**src/rtl/cluster_seq_pkg.sv**
```systemverilog
// Shared types and constants for the cluster sequencer and its result drain.
// Holds the FSM state enum, lane/tap counts and default width parameters.
package cluster_seq_pkg;

  localparam int NUM_LANES   = 6;
  localparam int FILTER_TAPS = 3;
  localparam int LANE_W      = 3;

  localparam int DEF_IN_WIDTH       = 5;
  localparam int DEF_W_WIDTH        = 8;
  localparam int DEF_ACC_WIDTH      = 16;
  localparam int DEF_TILE_W         = 8;
  localparam int DEF_TIMEOUT_CYCLES = 64;

  typedef enum logic [2:0] {
    ST_IDLE,
    ST_FETCH,
    ST_LOAD,
    ST_START,
    ST_WAIT,
    ST_DRAIN,
    ST_DONE
  } state_e;

  // Lane index after an accepted beat; wraps so the next tile starts at lane 0.
  function automatic logic [LANE_W-1:0] next_lane(input logic [LANE_W-1:0] lane);
    return (lane == LANE_W'(NUM_LANES - 1)) ? '0 : lane + LANE_W'(1);
  endfunction

endpackage

```
**src/rtl/cluster_result_drain.sv**
```systemverilog
// Lane serialiser: captures all cluster results at once, then presents them
// one lane at a time (0..5) under a valid/ready handshake.
module cluster_result_drain
  import cluster_seq_pkg::*;
#(
  parameter int ACC_WIDTH = DEF_ACC_WIDTH
) (
  input  logic                           clk,
  input  logic                           rst,
  input  logic                           i_capture,
  input  logic [NUM_LANES*ACC_WIDTH-1:0] i_cl_out,
  input  logic                           i_active,
  input  logic                           i_res_ready,
  output logic                           o_res_valid,
  output logic [ACC_WIDTH-1:0]           o_res_data,
  output logic [LANE_W-1:0]              o_res_lane,
  output logic                           o_last_accept
);

  logic [NUM_LANES*ACC_WIDTH-1:0] r_result;
  logic [LANE_W-1:0]              r_lane;
  logic                           w_accept;

  assign w_accept      = i_active & i_res_ready;
  assign o_res_valid   = i_active;
  assign o_res_data    = r_result[r_lane*ACC_WIDTH +: ACC_WIDTH];
  assign o_res_lane    = r_lane;
  assign o_last_accept = w_accept && (r_lane == LANE_W'(NUM_LANES - 1));

  // NOTE: sequential state uses non-blocking assignments so every register
  // samples pre-edge values and the block order never matters.
  always_ff @(posedge clk) begin
    if (rst) begin
      r_result <= '0;
      r_lane   <= '0;
    end else if (i_capture) begin
      r_result <= i_cl_out;
      r_lane   <= '0;
    end else if (w_accept) begin
      r_lane <= next_lane(r_lane);
    end
  end

endmodule

```
**src/rtl/cluster_sequencer.sv**
```systemverilog
// Job sequencer: fetches tile operands, starts the compute cluster, and drains
// six lane results per tile. Optional WAIT watchdog: CLUSTER_SEQ_TIMEOUT_EN.
module cluster_sequencer
  import cluster_seq_pkg::*;
#(
  parameter int IN_WIDTH       = DEF_IN_WIDTH,
  parameter int W_WIDTH        = DEF_W_WIDTH,
  parameter int ACC_WIDTH      = DEF_ACC_WIDTH,
  parameter int TILE_W         = DEF_TILE_W,
  parameter int TIMEOUT_CYCLES = DEF_TIMEOUT_CYCLES
) (
  input  logic                             clk,
  input  logic                             rst,
  input  logic                             job_valid,
  output logic                             job_ready,
  input  logic [TILE_W-1:0]                job_tiles,
  output logic                             rd_en,
  output logic [TILE_W-1:0]                rd_addr,
  input  logic                             rd_valid,
  input  logic [NUM_LANES*IN_WIDTH-1:0]    rd_data,
  input  logic [FILTER_TAPS*W_WIDTH-1:0]   rd_filter,
  output logic                             cl_start,
  output logic [NUM_LANES*IN_WIDTH-1:0]    cl_data,
  output logic [FILTER_TAPS*W_WIDTH-1:0]   cl_filter,
  input  logic [NUM_LANES-1:0]             cl_finished,
  input  logic [NUM_LANES*ACC_WIDTH-1:0]   cl_out,
  output logic                             res_valid,
  input  logic                             res_ready,
  output logic [ACC_WIDTH-1:0]             res_data,
  output logic [LANE_W-1:0]                res_lane,
  output logic [TILE_W-1:0]                res_tile,
  output logic                             busy,
  output logic                             done,
  output logic                             err
);

  state_e                          r_state;
  state_e                          w_next;
  logic [TILE_W-1:0]               r_tile;
  logic [TILE_W-1:0]               r_tiles;
  logic [NUM_LANES*IN_WIDTH-1:0]   r_cl_data;
  logic [FILTER_TAPS*W_WIDTH-1:0]  r_cl_filter;
  logic                            w_accept_job;
  logic                            w_capture;
  logic                            w_drain_active;
  logic                            w_drain_last;
  logic                            w_last_tile;
  logic                            w_timeout;

  assign w_accept_job   = job_valid && (r_state == ST_IDLE);
  assign w_capture      = (r_state == ST_WAIT) && (|cl_finished);
  assign w_drain_active = (r_state == ST_DRAIN);
  assign w_last_tile    = (r_tile == r_tiles - TILE_W'(1));

`ifdef CLUSTER_SEQ_TIMEOUT_EN
  localparam int WCNT_W = $clog2(TIMEOUT_CYCLES + 1);

  logic [WCNT_W-1:0] r_wait_cnt;
  logic              r_err;

  // Fires on the last permitted WAIT cycle, so WAIT lasts TIMEOUT_CYCLES at most.
  assign w_timeout = (r_state == ST_WAIT) && !(|cl_finished) &&
                     (r_wait_cnt == WCNT_W'(TIMEOUT_CYCLES - 1));
  assign err       = r_err;

  always_ff @(posedge clk) begin
    if (rst) begin
      r_wait_cnt <= '0;
      r_err      <= 1'b0;
    end else begin
      r_wait_cnt <= (r_state == ST_WAIT) ? r_wait_cnt + WCNT_W'(1) : '0;
      if (w_accept_job) begin
        r_err <= 1'b0;
      end else if (w_timeout) begin
        r_err <= 1'b1;
      end
    end
  end
`else
  logic w_unused_timeout;

  assign w_timeout        = 1'b0;
  assign err              = 1'b0;
  assign w_unused_timeout = (TIMEOUT_CYCLES != 0);
`endif

  // NOTE: every output and the next state get a default first, so no path
  // through the case can leave a value unassigned and infer a latch.
  always_comb begin
    w_next    = r_state;
    job_ready = 1'b0;
    rd_en     = 1'b0;
    cl_start  = 1'b0;
    busy      = (r_state != ST_IDLE);
    done      = 1'b0;
    case (r_state)
      ST_IDLE: begin
        job_ready = 1'b1;
        if (job_valid) w_next = (job_tiles == '0) ? ST_DONE : ST_FETCH;
      end
      ST_FETCH: begin
        rd_en  = 1'b1;
        w_next = ST_LOAD;
      end
      ST_LOAD:  if (rd_valid) w_next = ST_START;
      ST_START: begin
        cl_start = 1'b1;
        w_next   = ST_WAIT;
      end
      ST_WAIT: begin
        if (|cl_finished)   w_next = ST_DRAIN;
        else if (w_timeout) w_next = ST_DONE;
      end
      ST_DRAIN: if (w_drain_last) w_next = w_last_tile ? ST_DONE : ST_FETCH;
      ST_DONE: begin
        done   = 1'b1;
        w_next = ST_IDLE;
      end
      default: w_next = ST_IDLE;
    endcase
  end

  always_ff @(posedge clk) begin
    if (rst) begin
      r_state     <= ST_IDLE;
      r_tile      <= '0;
      r_tiles     <= '0;
      r_cl_data   <= '0;
      r_cl_filter <= '0;
    end else begin
      r_state <= w_next;
      if (w_accept_job) begin
        r_tile  <= '0;
        r_tiles <= job_tiles;
      end else if (w_drain_last && !w_last_tile) begin
        r_tile <= r_tile + TILE_W'(1);
      end
      // Operands stay on the cluster inputs until the next tile's load.
      if ((r_state == ST_LOAD) && rd_valid) begin
        r_cl_data   <= rd_data;
        r_cl_filter <= rd_filter;
      end
    end
  end

  assign rd_addr   = r_tile;
  assign cl_data   = r_cl_data;
  assign cl_filter = r_cl_filter;
  assign res_tile  = r_tile;

  cluster_result_drain #(
    .ACC_WIDTH(ACC_WIDTH)
  ) u_drain (
    .clk          (clk),
    .rst          (rst),
    .i_capture    (w_capture),
    .i_cl_out     (cl_out),
    .i_active     (w_drain_active),
    .i_res_ready  (res_ready),
    .o_res_valid  (res_valid),
    .o_res_data   (res_data),
    .o_res_lane   (res_lane),
    .o_last_accept(w_drain_last)
  );

endmodule

```
**config.mk**
```make
export PLATFORM = sky130hd
export DESIGN_NAME = cluster_sequencer
export DESIGN_NICKNAME = d
export VERILOG_FILES = /design/src/rtl/cluster_seq_pkg.sv /design/src/rtl/cluster_result_drain.sv /design/src/rtl/cluster_sequencer.sv
export SDC_FILE = /design/constraint.sdc
export NUM_CORES = 1
export LEC_CHECK = 0
export BUFFER_PORTS_ARGS = -buffer_cell sky130_fd_sc_hd__buf_2
export CAP_MARGIN = 20
export CORE_MARGIN = 4
export CORE_UTILIZATION = 50
export CTS_CLUSTER_SIZE = 24
export DETAILED_ROUTE_END_ITERATION = 12
export PLACE_DENSITY = 0.8
export RECOVER_POWER = 25
export SLEW_MARGIN = 20
export SYNTH_ARGS = -nofsm -noshare
export SYNTH_HDL_FRONTEND = slang
export SYNTH_SLANG_ARGS = --single-unit
```
**constraint.sdc**
```tcl
create_clock -name clk -period 2.84 [get_ports clk]
set_clock_uncertainty 0.15 [all_clocks]
set_input_delay 0 -clock clk [delete_from_list [all_inputs] [get_ports clk]]
set_output_delay 0 -clock clk [all_outputs]
set_load 0.05 [all_outputs]
```
[Word-level counts from Yosys, hierarchy flattened]
Index checks and enable logic that the tools add are counted.
Storage, ports and cells
  flip-flop bits (word level): 172
  output and inout bits: 96
  logic and storage cells: 49
  input port bits: 169
Cells by class
  shifts and indexed selects: 1
  add/subtract/negate cells: 3
  eq/ne operators: 12
  bitwise logic cells: 1
  reductions and logical operators: 13
  multiplexer cells: 12
Operator list (number)
  indexed part select 96 x 8 -> 16 bit: 1
  2-to-1 mux 3 bit: 7
  case mux 3 bit (6 select lines): 1
  == test 3 bit, second input constant: 4
  adder 8 x 1 -> 8 bit, second input constant: 1
  == test 8 bit: 1
  logical NOT 8 bit: 1
  subtractor 8 x 1 -> 8 bit, second input constant: 1
  == test 3 x 2 -> 1 bit, second input constant: 2
  != test 2 bit, second input constant: 3
  OR reduction 6 bit: 1
  logical AND 1 bit: 5
  2-to-1 mux 1 bit: 4
  AND reduction 4 bit: 1
  OR reduction 2 bit: 2
  adder 3 x 1 -> 3 bit, second input constant: 1
  == test 3 x 1 -> 1 bit, second input constant: 1
  logical NOT 3 bit: 1
  nonzero test 3 bit: 1
  != test 2 x 1 -> 1 bit, second input constant: 1
  AND 1 bit: 1
  logical NOT 1 bit: 1

[Logic depth before layout (Yosys ltp)]
Gate-level depths: netlist (run 1).
  word-level depth: 5
  mapped depth: 8
  depth with buffers taken out: 7

[Hierarchy]
A second synthesis (run 1) with hierarchy kept.
Second synthesis, totals
  cell total of the unflattened synthesis: 825
  area total of the unflattened synthesis: 7469.7 um^2
Modules (own cells, without submodules)
  cluster_result_drain: area an instance 4342.9 um^2, cells each 420, times used 1, seq. area each 1981.9 um^2
  cluster_sequencer: area an instance 3126.7 um^2, cells each 405, times used 1, seq. area each 1461.4 um^2

[Least setup slack after synthesis (run 1)]
Ideal clock, no wire load.
  path type: flip-flop to flip-flop
  start: register r_state[2]
  end: register r_tile[0] (netlist: rd_addr[0])
  stages on the path, launching flop included: 8
  period minus slack after synthesis: 2856 ps
  setup time: 123 ps
  arrival time: 2583 ps
  data required time: 2567 ps
  path buffers: 2
  path slack: -16 ps
  path through: dfxtp_1 > buf_2 > nor3_1 > and2_0 > clkbuf_1 > nor2_1 > nand2_1 > mux2i_1
Between the ends
  word-level cells in the longest chain between the ends: 4
  elaborated cells between the ends (all ways): 7
  classes of those cells: eq/ne (1); bitwise (1); reduce/logical (5)
Ends and longest elaborated chain
  start, declared: RTL line cluster_sequencer.sv:37  | state_e r_state;
  start signal, assigned: RTL line cluster_sequencer.sv:131  | r_state <= w_next;
  == test 3 bit: RTL line cluster_sequencer.sv:52  | assign w_drain_active = (r_state == ST_DRAIN);
  AND 1 bit: RTL line cluster_result_drain.sv:24  | assign w_accept = i_active & i_res_ready;
  logical AND 1 bit: RTL line cluster_result_drain.sv:28  | assign o_last_accept = w_accept && (r_lane == LANE_W'(NUM_LANES - 1));
  logical AND 1 bit: RTL line cluster_sequencer.sv:135  | end else if (w_drain_last && !w_last_tile) begin
  end signal, assigned: RTL line cluster_sequencer.sv:136  | r_tile <= r_tile + TILE_W'(1);
  end, declared: RTL line cluster_sequencer.sv:39  | logic [TILE_W-1:0] r_tile;
Several ways; a longest one is shown, not always the timed one.
A chain may end at the register's enable or synchronous reset.

[Worst setup path after layout (run 1)]
  start: register r_tiles[0]
  end: register r_state[2]
Between the ends
  word-level cells in the longest chain between the ends: 5
Ends and longest elaborated chain
  start, declared: RTL line cluster_sequencer.sv:40  | logic [TILE_W-1:0] r_tiles;
  start signal, assigned: RTL line cluster_sequencer.sv:134  | r_tiles <= job_tiles;
  subtractor 8 x 1 -> 8 bit: RTL line cluster_sequencer.sv:53  | assign w_last_tile = (r_tile == r_tiles - TILE_W'(1));
  == test 8 bit: RTL line cluster_sequencer.sv:53
  2-to-1 mux 3 bit (2 in series): RTL line cluster_sequencer.sv:114  | ST_DRAIN: if (w_drain_last) w_next = w_last_tile ? ST_DONE : ST_FETCH;
  case mux 3 bit (6 select lines): RTL line cluster_sequencer.sv:96  | case (r_state)
Every way passes these cells. The select of a mux whose other input is x is not followed.

==> out/metrics.csv, run 1 <==
stage;metric;value;unit
status;status;finished clean;
die;die height;129.2;um
global_routing;largest net degree at the start of global routing;100;
die;Initial Util;0.5072;
sta;Setup Total Neg Slack;0;ns
synth;EDFF count, synth;0;
clock_tree;Clock transition at path regs;0.07;ns
global_routing;vias in the first global route;8181;
global_routing;GRT busiest layer;met2;
worst_setup_path;Buf+Inv Stages, Crit Path;1;
sta;endpoints failing setup;0;
synth;mean post-synth cell area;8.008;um^2
clock_tree;post-CTS sizing;0;
clock_tree;Post-CTS Setup Inserts;0;
synth;Yosys cell types;50;
sta;Min Hold Slack;0.05336;ns
global_routing;met1 usage;0.3324;
clock_tree;Clock Sinks;172;
drt;# DRC;0;
run;maxcap violations;0;
drt;wire per inst;17.28;um
final_layout;Final #Nets;1471;
die;die width;129.2;um
pwr;PwrDens;525.4;nW/um^2
final_layout;share of layout cells above drive strength 1;0.2041;
drt;drt first pass iters;6;
die;die area;16690;um^2
worst_setup_path;Worst path max stage delay;0.55;ns
synth;cell area after synthesis;7343;um^2
worst_setup_path;CP Launch Type;register;
final_layout;Final Util;0.7493;
sta;slew margin rel.;0.3151;
die;Rows;44;
clock_tree;Clock Latency Late Sink;0.43;ns
die;# IOs;265;
synth;Async SR Flop Fraction;0;
drt;Via density;5.434;
global_routing;grt total ovfl;0;
sta;Fin. Hold Viols;0;
synth;Syn Inst Count;917;
clock_tree;cts hold-fix bufs;169;
clock_tree;root buf cell;clkbuf_16;
synth;most used flip-flop cell after synthesis;dfxtp_1;
global_routing;Total GRT Usage;0.3045;
worst_setup_path;critical path fanouts, max;7;
hold_path;worst hold path type;input pin to register;
global_routing;M3 GR Usage;0.08697;
drt;via count;8145;
drt;Detail Route Antenna Nets;0;
synth;top cell type's share of synthesized area;0.4689;
drt;DRT iter0 DRCs;578;
placement;routability cong.;0.8550;
worst_setup_path;Crit. End Element;register;
synth;Synth top cells by count;nand2_1, dfxtp_1, a21oi_1;
sta;Slew Limit Fails;0;
placement;Port Buf Inserts;263;
synth;Yosys warning count;0;
worst_setup_path;crit-path leading delay family;compound AO/OA/AOI/OAI gates;
synth;most common cell in the synthesized netlist;nand2_1;
placement;post-DP HPWL;14410;um
synth;ranking of synthesized cells by area;dfxtp_1, nand2_1, a21oi_1;
final_layout;P&R area growth vs syn;47.74;%
pwr;peak supply drop;416.3;uV
sta;RSZ-0062 raised after global routing;no;
clock_tree;Max clock buf depth;2;
clock_tree;CTS buffer count;17;
worst_setup_path;slowest cell on the critical path;a2111oi_4;
synth;Yosys reg bits;172;
worst_setup_path;CP Cell Sequence;inv_1 > ha_1 > o21ba_1 > a221o_1 > a2111oi_4 > nand3_2 > a2111oi_2;
die;Core ar.;14480;um^2
global_routing;global-route wire length before repair;40280;um
drt;Routed WL;25910;um
clock_tree;CTS tree;built;
pwr;Final Power;5.700;mW
worst_setup_path;CP arrival;2.74;ns
worst_setup_path;kind of critical path;register to register;
global_routing;initial antenna violation count;1;
sta;Max Freq;0.3897;GHz
worst_setup_path;Req. time, crit path;3.01;ns
clock_tree;H-tree depth;4;
sta;min Tclk post-route;2.566;ns
sta;Worst-Margin Slew;1.027;ns
global_routing;met2 GRT Util;0.5329;
synth;syn nets;1088;
sta;final period utilization;0.9035;
synth;sequential share of the synthesized area;0.4689;
synth;post-synth top area cell;dfxtp_1;
pwr;Lkg Pwr;4.130;nW
==> registers in the layout, indices dropped and copies added (netlist names) <==
register and cells:
u_drain.r_result 96, cl_data 30, cl_filter 24, r_tiles 8, rd_addr 8, r_state 3, u_drain.o_res_lane 3
==> path summary, 6_finish.rpt <==
check	start	endpoint	slack (ns)	cells after the start
worst max-delay path	r_tiles[0]$_SDFFE_PP0P_	r_state[2]$_SDFFE_PP0P_	0.27	7
worst min-delay path	rst	u_drain.r_result[3]$_SDFFE_PP0P_	0.05	2
worst max register to register	r_tiles[0]$_SDFFE_PP0P_	r_state[2]$_SDFFE_PP0P_	0.27	7
worst min register to register	cl_filter[2]$_SDFFE_PP0P_	cl_filter[2]$_SDFFE_PP0P_	0.30	2
==> where the power goes <==
| group | total, mW | internal (mW) | switching (mW) |
|---|---|---|---|
| sequential | 2.53 | 2.47 | 0.0541 |
| clock | 2.32 | 1.36 | 0.960 |
| combinational | 0.850 | 0.373 | 0.477 |
| total | 5.70 | 4.21 | 1.49 |
==> routing by layer <==
layer | routed length (um) | vias to the layer above
met3 | 2217 | 102
li1 | - | 3822
met2 | 12980 | 466
met5 | 0 | -
met4 | 1278 | 0
met1 | 9431 | 3755
==> cells by family (layout without fill, tap and decap cells) <==
family | count (synthesis) | in the layout | share of synthesized area
AND/OR/NAND/NOR | 389 | 389 | 0.2171
AO/OA/AOI/OAI | 202 | 202 | 0.1518
flip-flops | 172 | 172 | 0.4689
buffers and inverters | 100 | 496 | 0.06151
multiplexers | 40 | 40 | 0.08179
XOR/XNOR | 11 | 11 | 0.01499
adder cells (fa/ha/maj) | 2 | 2 | 0.003407
other | 1 | 3 | 0.0005107
==> through the flow <==
step	instances	instance area, um^2	worst slack, ns
finish	1499	10850	0.2740
global route	1498	10850	0.07868
CTS	1497	10930	0.2809
detailed placement	1296	8646	0.3110
global placement	1296	8646	0.3751
floorplan	917	7348	0.08621
==> cell usage in the layout, fill, tap and decap left out, types with 5 or more instances in the layout <==
master         synthesis  layout
a21oi_1              170     170
nor3_1                 6       5
or3_1                  8       8
dlygate4sd3_1          0     169
nor4_1                 6       6
nand2_1              334     333
clkbuf_1              57      68
o22ai_1               17      17
buf_4                  9       9
clkbuf_16              0      17
buf_2                  5     196
inv_1                 22      22
xor2_1                 7       7
dfxtp_1              172     171
mux2i_1               24      24
mux4_2                16      16
nand4_1                5       5
==> cell type report <==
class / instances / area [um^2]
repair buffers: 442 / 3028
flip-flops and latches: 172 / 3445
multi-input cells: 645 / 3470
fillers: 979 / 3630
clock buffers: 22 / 474.2
diodes: 2 / 5.005
inverters: 22 / 82.58
clock inverters: 10 / 115.1
well taps: 184 / 230.2
Note: power is estimated with default switching activity, not from simulation.
==> run 2, diff against run 1 <==
==> constraint.sdc (replaced) <==
create_clock -name clk -period 2.84 [get_ports clk]
set_clock_uncertainty 0.15 [all_clocks]
set_input_delay 0.284 -clock clk [delete_from_list [all_inputs] [get_ports clk]]
set_output_delay 0.284 -clock clk [all_outputs]
set_load 0.05 [all_outputs]
==> out/metrics.csv, run 2 (synthesis results as in run 1) <==
stage;metric;value;unit;change
die;Core ar.;14480;um^2;unchanged
final_layout;Biggest register;u_drain.r_result;;unchanged
worst_setup_path;slowest cell on the critical path;mux4_2;;was a2111oi_4
worst_setup_path;CP Launch Type;register;;unchanged
worst_setup_path;crit-path leading delay family;buffers and inverters;;was compound AO/OA/AOI/OAI gates
worst_setup_path;critical path fanouts, max;12;;was 7
sta;min Tclk post-route;2.568;ns;was 2.566 ns
worst_setup_path;kind of critical path;register to primary output;;was register to register
global_routing;grt total ovfl;0;;unchanged
die;Rows;44;;unchanged
placement;post-DP HPWL;14540;um;was 14410 um
final_layout;most frequent cells in the layout;nand2_1, buf_2, dfxtp_1;;unchanged
clock_tree;H-tree depth;4;;unchanged
sta;endpoints failing setup;0;;unchanged
drt;Routed WL;26240;um;was 25910 um
global_routing;global-route wire length before repair;40010;um;was 40280 um
drt;drt first pass iters;8;;was 6
sta;RSZ-0062 raised after global routing;no;;unchanged
final_layout;max reg flops;96;;unchanged
clock_tree;root buf cell;clkbuf_16;;unchanged
drt;# DRC;0;;unchanged
final_layout;Finished Layout Cells;1492;;was 1499
sta;Max Freq;0.3894;GHz;was 0.3897 GHz
sta;Setup Total Neg Slack;0;ns;unchanged
clock_tree;Max clock buf depth;2;;unchanged
worst_setup_path;CP Cell Sequence;buf_12 > mux4_2 > inv_1 > o22ai_2 > buf_2;;was inv_1 > ha_1 > o21ba_1 > a221o_1 > a2111oi_4 > nand3_2 > a2111oi_2
clock_tree;CTS buffer count;17;;unchanged
drt;Detail Route Antenna Nets;0;;unchanged
final_layout;share of layout cells above drive strength 1;0.2153;;was 0.2041
drt;via count;8046;;was 8145
worst_setup_path;Buf+Inv Stages, Crit Path;3;;was 1
worst_setup_path;Crit. End Element;primary output;;was register
die;Initial Util;0.5072;;unchanged
sta;Slew Limit Fails;0;;unchanged
run;maxcap violations;0;;unchanged
die;die height;129.2;um;unchanged
worst_setup_path;Worst path max stage delay;0.52;ns;was 0.55 ns
die;die area;16690;um^2;unchanged
global_routing;largest net degree at the start of global routing;97;;was 100
pwr;Lkg Pwr;4.140;nW;was 4.130 nW
sta;Min Hold Slack;0.09286;ns;was 0.05336 ns
status;status;finished clean;;unchanged
sta;slew margin rel.;0.3753;;was 0.3151
drt;DRT iter0 DRCs;594;;was 578
final_layout;Register Area;3445;um^2;unchanged
placement;Post-Place Cells;1300;;was 1296
clock_tree;Clock Latency Late Sink;0.43;ns;about the same
final_layout;Multi-input gate area;3531;um^2;was 3470 um^2
sta;Fin. Hold Viols;0;;unchanged
worst_setup_path;FF-to-FF setup slack;0.39;ns;was 0.27 ns
sta;Worst-Margin Slew;0.9371;ns;was 1.027 ns
pwr;PwrDens;541.2;nW/um^2;was 525.4 nW/um^2
hold_path;worst hold path type;input pin to register;;unchanged
global_routing;vias in the first global route;8105;;was 8181
clock_tree;Clock Sinks;172;;unchanged
final_layout;fillcell total;1014;;was 979
sta;final period utilization;0.9042;;was 0.9035
final_layout;P&R area growth vs syn;48.19;%;was 47.74%
final_layout;Final Util;0.7516;;was 0.7493
final_layout;commonest non-fill, non-tap cell in the layout;nand2_1;;unchanged
pwr;peak supply drop;425.6;uV;was 416.3 uV
clock_tree;post-CTS sizing;0;;unchanged
placement;routability cong.;0.8782;;was 0.8550
worst_setup_path;CP arrival;2.13;ns;was 2.74 ns
global_routing;Total GRT Usage;0.3055;;was 0.3045
placement;Port Buf Inserts;263;;unchanged
global_routing;initial antenna violation count;0;;was 1
clock_tree;CTS tree;built;;unchanged
clock_tree;Clock transition at path regs;0.06;ns;was 0.07 ns
die;# IOs;265;;unchanged
worst_setup_path;Req. time, crit path;2.41;ns;was 3.01 ns
drt;Via density;5.393;;was 5.434
drt;wire per inst;17.58;um;was 17.28 um
final_layout;Final #Nets;1464;;was 1471
placement;Cell Area, Placed;8737;um^2;was 8646 um^2
die;die width;129.2;um;unchanged
final_layout;post-route cell area;10880;um^2;was 10850 um^2
## run 2: final timing paths
path / startpoint / cells after the start / end
max: u_drain.o_res_lane[0]$_SDFFE_PP0P_ / 5 / res_data[0]
min: res_ready / 4 / u_drain.o_res_lane[0]$_SDFFE_PP0P_
max reg2reg: r_tiles[0]$_SDFFE_PP0P_ / 7 / r_state[2]$_SDFFE_PP0P_
min reg2reg: u_drain.r_result[44]$_SDFFE_PP0P_ / 2 / u_drain.r_result[44]$_SDFFE_PP0P_
## run 2: stage by stage
stage / total power, mW / worst slack (ns)
after floorplan: 2.992 / 0.1118
after global placement: 3.206 / 0.5086
after detailed placement: 3.214 / 0.4085
after CTS: 5.878 / 0.2390
after global routing: 6.065 / 0.1830
final: 5.889 / 0.2722
## run 2: layout make-up
cell class | count | share of cell area
Multi-Input combinational cell | 645 | 0.3245
Timing Repair Buffer | 435 | 0.2709
Inverter | 22 | 0.007589
Clock buffer | 19 | 0.04070
Clock inverter | 12 | 0.01794
Tap cell | 184 | 0.02116
Sequential cell | 172 | 0.3165
Antenna cell | 3 | 0.0006899
## run 2: report_power, final
group,switching [mW],total (mW),internal [mW]
clock network,0.950,2.52,1.57
registers,0.0552,2.53,2.47
logic,0.477,0.838,0.361
## run 2: timing repair
| action | in CTS | in global routing |
|---|---|---|
| hold buffers | 158 | 0 |
| setup buffers | 0 | 0 |
| endpoints found under the setup margin | 0 | 0 |
| hold endpoints to repair | 158 | 0 |
## run 2: tightest hold or removal path: stages
cell and delay (ns):
buf_2 0.10, nand2_1 0.06, xor2_1 0.13, nor3_1 0.05
## run 2: layer usage
metal  part of all wire  GRT usage  vias to the layer above
li1                   -          -                     3798
met1               0.36     0.3334                     3720
met2               0.50     0.5399                      426
met3              0.081    0.07626                      102
met4              0.049     0.1723                        0
met5                  0          0                        -
==> run 3, diff against run 2 <==
--- a/config.mk
+++ b/config.mk
@@ -5,10 +5,11 @@
 export SDC_FILE = /design/constraint.sdc
 export NUM_CORES = 1
 export LEC_CHECK = 0
-export BUFFER_PORTS_ARGS = -buffer_cell sky130_fd_sc_hd__buf_2
+export BUFFER_PORTS_ARGS = -buffer_cell sky130_fd_sc_hd__buf_4
 export CAP_MARGIN = 20
-export CORE_MARGIN = 4
+export CORE_MARGIN = 2
 export CORE_UTILIZATION = 50
+export CTS_CLUSTER_DIAMETER = 60
 export CTS_CLUSTER_SIZE = 24
 export DETAILED_ROUTE_END_ITERATION = 12
 export PLACE_DENSITY = 0.8
==> out/metrics.csv, run 3 (synthesis results as in run 1) <==
stage;metric;value;unit;change
drt;# DRC;0;;unchanged
pwr;share of power burned in the clock network;0.419;;was 0.429
global_routing;Total GRT Usage;0.3291;;was 0.3055
sta;Slew Limit Fails;0;;unchanged
sta;Worst-Margin Slew;1.030;ns;was 0.9371 ns
global_routing;largest net degree at the start of global routing;109;;was 97
placement;Port Buf Inserts;263;;unchanged
clock_tree;root buf cell;clkbuf_16;;unchanged
die;# IOs;265;;unchanged
drt;Routed WL;26200;um;was 26240 um
drt;Detail Route Antenna Nets;0;;unchanged
final_layout;most frequent cells in the layout;nand2_1, buf_4, dfxtp_1;;was nand2_1, buf_2, dfxtp_1
status;status;finished clean;;unchanged
drt;DRT iter0 DRCs;597;;was 594
drt;drt first pass iters;5;;was 8
clock_tree;Clock Latency Late Sink;0.42;ns;was 0.43 ns
sta;min Tclk post-route;2.576;ns;was 2.568 ns
worst_setup_path;Req. time, crit path;2.41;ns;about the same
clock_tree;Clock Sinks;172;;unchanged
pwr;PwrDens;519.7;nW/um^2;was 541.2 nW/um^2
global_routing;grt total ovfl;0;;unchanged
global_routing;global-route wire length before repair;41340;um;was 40010 um
pwr;logic gate share of total power;0.155;;was 0.142
worst_setup_path;CP arrival;2.14;ns;was 2.13 ns
drt;wire per inst;17.54;um;was 17.58 um
clock_tree;CTS tree;built;;unchanged
final_layout;Biggest register;u_drain.r_result;;unchanged
hold_path;worst hold path type;input pin to register;;unchanged
run;maxcap violations;0;;unchanged
sta;Fin. Hold Viols;0;;unchanged
pwr;peak supply drop;414.2;uV;was 425.6 uV
drt;met2 WL;13340;um;was 13250 um
clock_tree;H-tree depth;4;;unchanged
die;die height;125.2;um;was 129.2 um
placement;Post-Place Cells;1301;;was 1300
clock_tree;Clock transition at path regs;0.06;ns;about the same
final_layout;Final #Nets;1465;;was 1464
sta;RSZ-0062 raised after global routing;no;;unchanged
sta;endpoints failing setup;0;;unchanged
die;Core ar.;14420;um^2;was 14480 um^2
sta;slew margin rel.;0.3136;;was 0.3753
final_layout;Finished Layout Cells;1494;;was 1492
global_routing;initial antenna violation count;3;;was 0
pwr;Switching Fraction;0.2526;;was 0.2517
sta;Max Freq;0.3881;GHz;was 0.3894 GHz
drt;via count;8053;;was 8046
pwr;Flop pwr share;0.426;;was 0.429
worst_setup_path;Crit. End Element;primary output;;unchanged
final_layout;share of layout cells above drive strength 1;0.2150;;was 0.2153
drt;met1 wire length;9984;um;was 9576 um
die;die area;15670;um^2;was 16690 um^2
final_layout;P&R area growth vs syn;55.38;%;was 48.19%
final_layout;max reg flops;96;;unchanged
clock_tree;Max clock buf depth;2;;unchanged
sta;final period utilization;0.9072;;was 0.9042
global_routing;vias in the first global route;8101;;was 8105
final_layout;fillcell total;931;;was 1014
worst_setup_path;critical path fanouts, max;10;;was 12
die;die width;125.2;um;was 129.2 um
placement;routability cong.;0.8763;;was 0.8782
worst_setup_path;kind of critical path;register to primary output;;unchanged
pwr;internal power;4.432;mW;was 4.407 mW
clock_tree;CTS buffer count;17;;unchanged
die;Rows;44;;unchanged
sta;Setup Total Neg Slack;0;ns;unchanged
clock_tree;post-CTS sizing;0;;unchanged
placement;post-DP HPWL;14680;um;was 14540 um
drt;WL met3;1697;um;was 2136 um
pwr;Lkg Pwr;4.286;nW;was 4.140 nW
drt;Via density;5.390;;was 5.393
die;Initial Util;0.5091;;was 0.5072
pwr;NetSw;1.498;mW;was 1.482 mW
worst_setup_path;CP Launch Type;register;;unchanged
final_layout;commonest non-fill, non-tap cell in the layout;nand2_1;;unchanged
drt;Top Metal Used;met4;;unchanged
## run 3: changes by cell type in the layout (fill, tap and decap cells not counted)
cell and change:
and3_1 -1, and3_2 +1, buf_12 +3, buf_2 -196, buf_4 +194, bufinv_16 -1, clkbuf_1 +3, clkbuf_8 +1
clkinv_2 -4, clkinv_4 +1, clkinvlp_4 +1
## run 3: cell type report
type,count,area [um^2],area share
antenna,3,7.507,0.0006580
inverter,22,82.58,0.007238
timing repair buffer,436,3483,0.3053
tap,184,230.2,0.02018
clock buffer,23,467.9,0.04101
multi-input combinational,645,3532,0.3096
sequential,172,3445,0.3019
clock inverter,9,161.4,0.01415
## run 3: critical path, cell delays in order (launching register included)
cell     delay (ns)
dfxtp_2        0.55
buf_4          0.23
mux4_2         0.57
inv_1          0.10
o22ai_1        0.07
buf_4          0.20
## run 3: routing by layer
layer | vias up | track usage
met5 | - | 0
met4 | 0 | 0.1673
met3 | 85 | 0.06846
met2 | 379 | 0.5892
met1 | 3778 | 0.3699
li1 | 3811 | -
## run 3: final timing paths
| kind | slack [ns] | end | depth (start not counted) | from |
|---|---|---|---|---|
| hold / removal | 0.11 | r_state[1]$_SDFFE_PP0P_ | 4 | rd_valid |
| setup reg to reg | 0.29 | u_drain.r_result[71]$_SDFFE_PP0P_ | 4 | r_state[2]$_SDFFE_PP0P_ |
| setup / recovery | 0.26 | res_data[4] | 5 | u_drain.o_res_lane[0]$_SDFFE_PP0P_ |
| hold reg to reg | 0.30 | u_drain.r_result[23]$_SDFFE_PP0P_ | 2 | u_drain.r_result[23]$_SDFFE_PP0P_ |
## run 3: per-stage QoR
step	setup WS (ns)	power, mW	hold WS [ns]	cell area [um^2]	util
finish	0.2636	5.930	0.1133	11410	0.7910
global route	0.1137	6.125	0.1116	11410	0.7910
CTS	0.2488	5.925	0.001137	11640	0.8070
detailed placement	0.3220	3.311	0.2947	9439	0.6544
global placement	0.3800	3.304	0.2881	9439	0.6544
floorplan	0.1118	2.992	0.2700	7411	-
## run 3: power by group through the flow
stage | combinational (mW) | clock (mW) | sequential, mW
6_report | 0.920 | 2.48 | 2.52
5_1_grt | 0.979 | 2.62 | 2.53
4_1_cts | 0.914 | 2.49 | 2.52
3_5_place_dp | 0.736 | 0 | 2.57
3_3_place_gp | 0.731 | 0 | 2.57
2_1_floorplan | 0.346 | 0 | 2.65
## run 3: what timing repair did
action,4_1_cts,5_1_grt
hold buffers,157,1
hold endpoints to repair,157,1
setup buffers,0,0
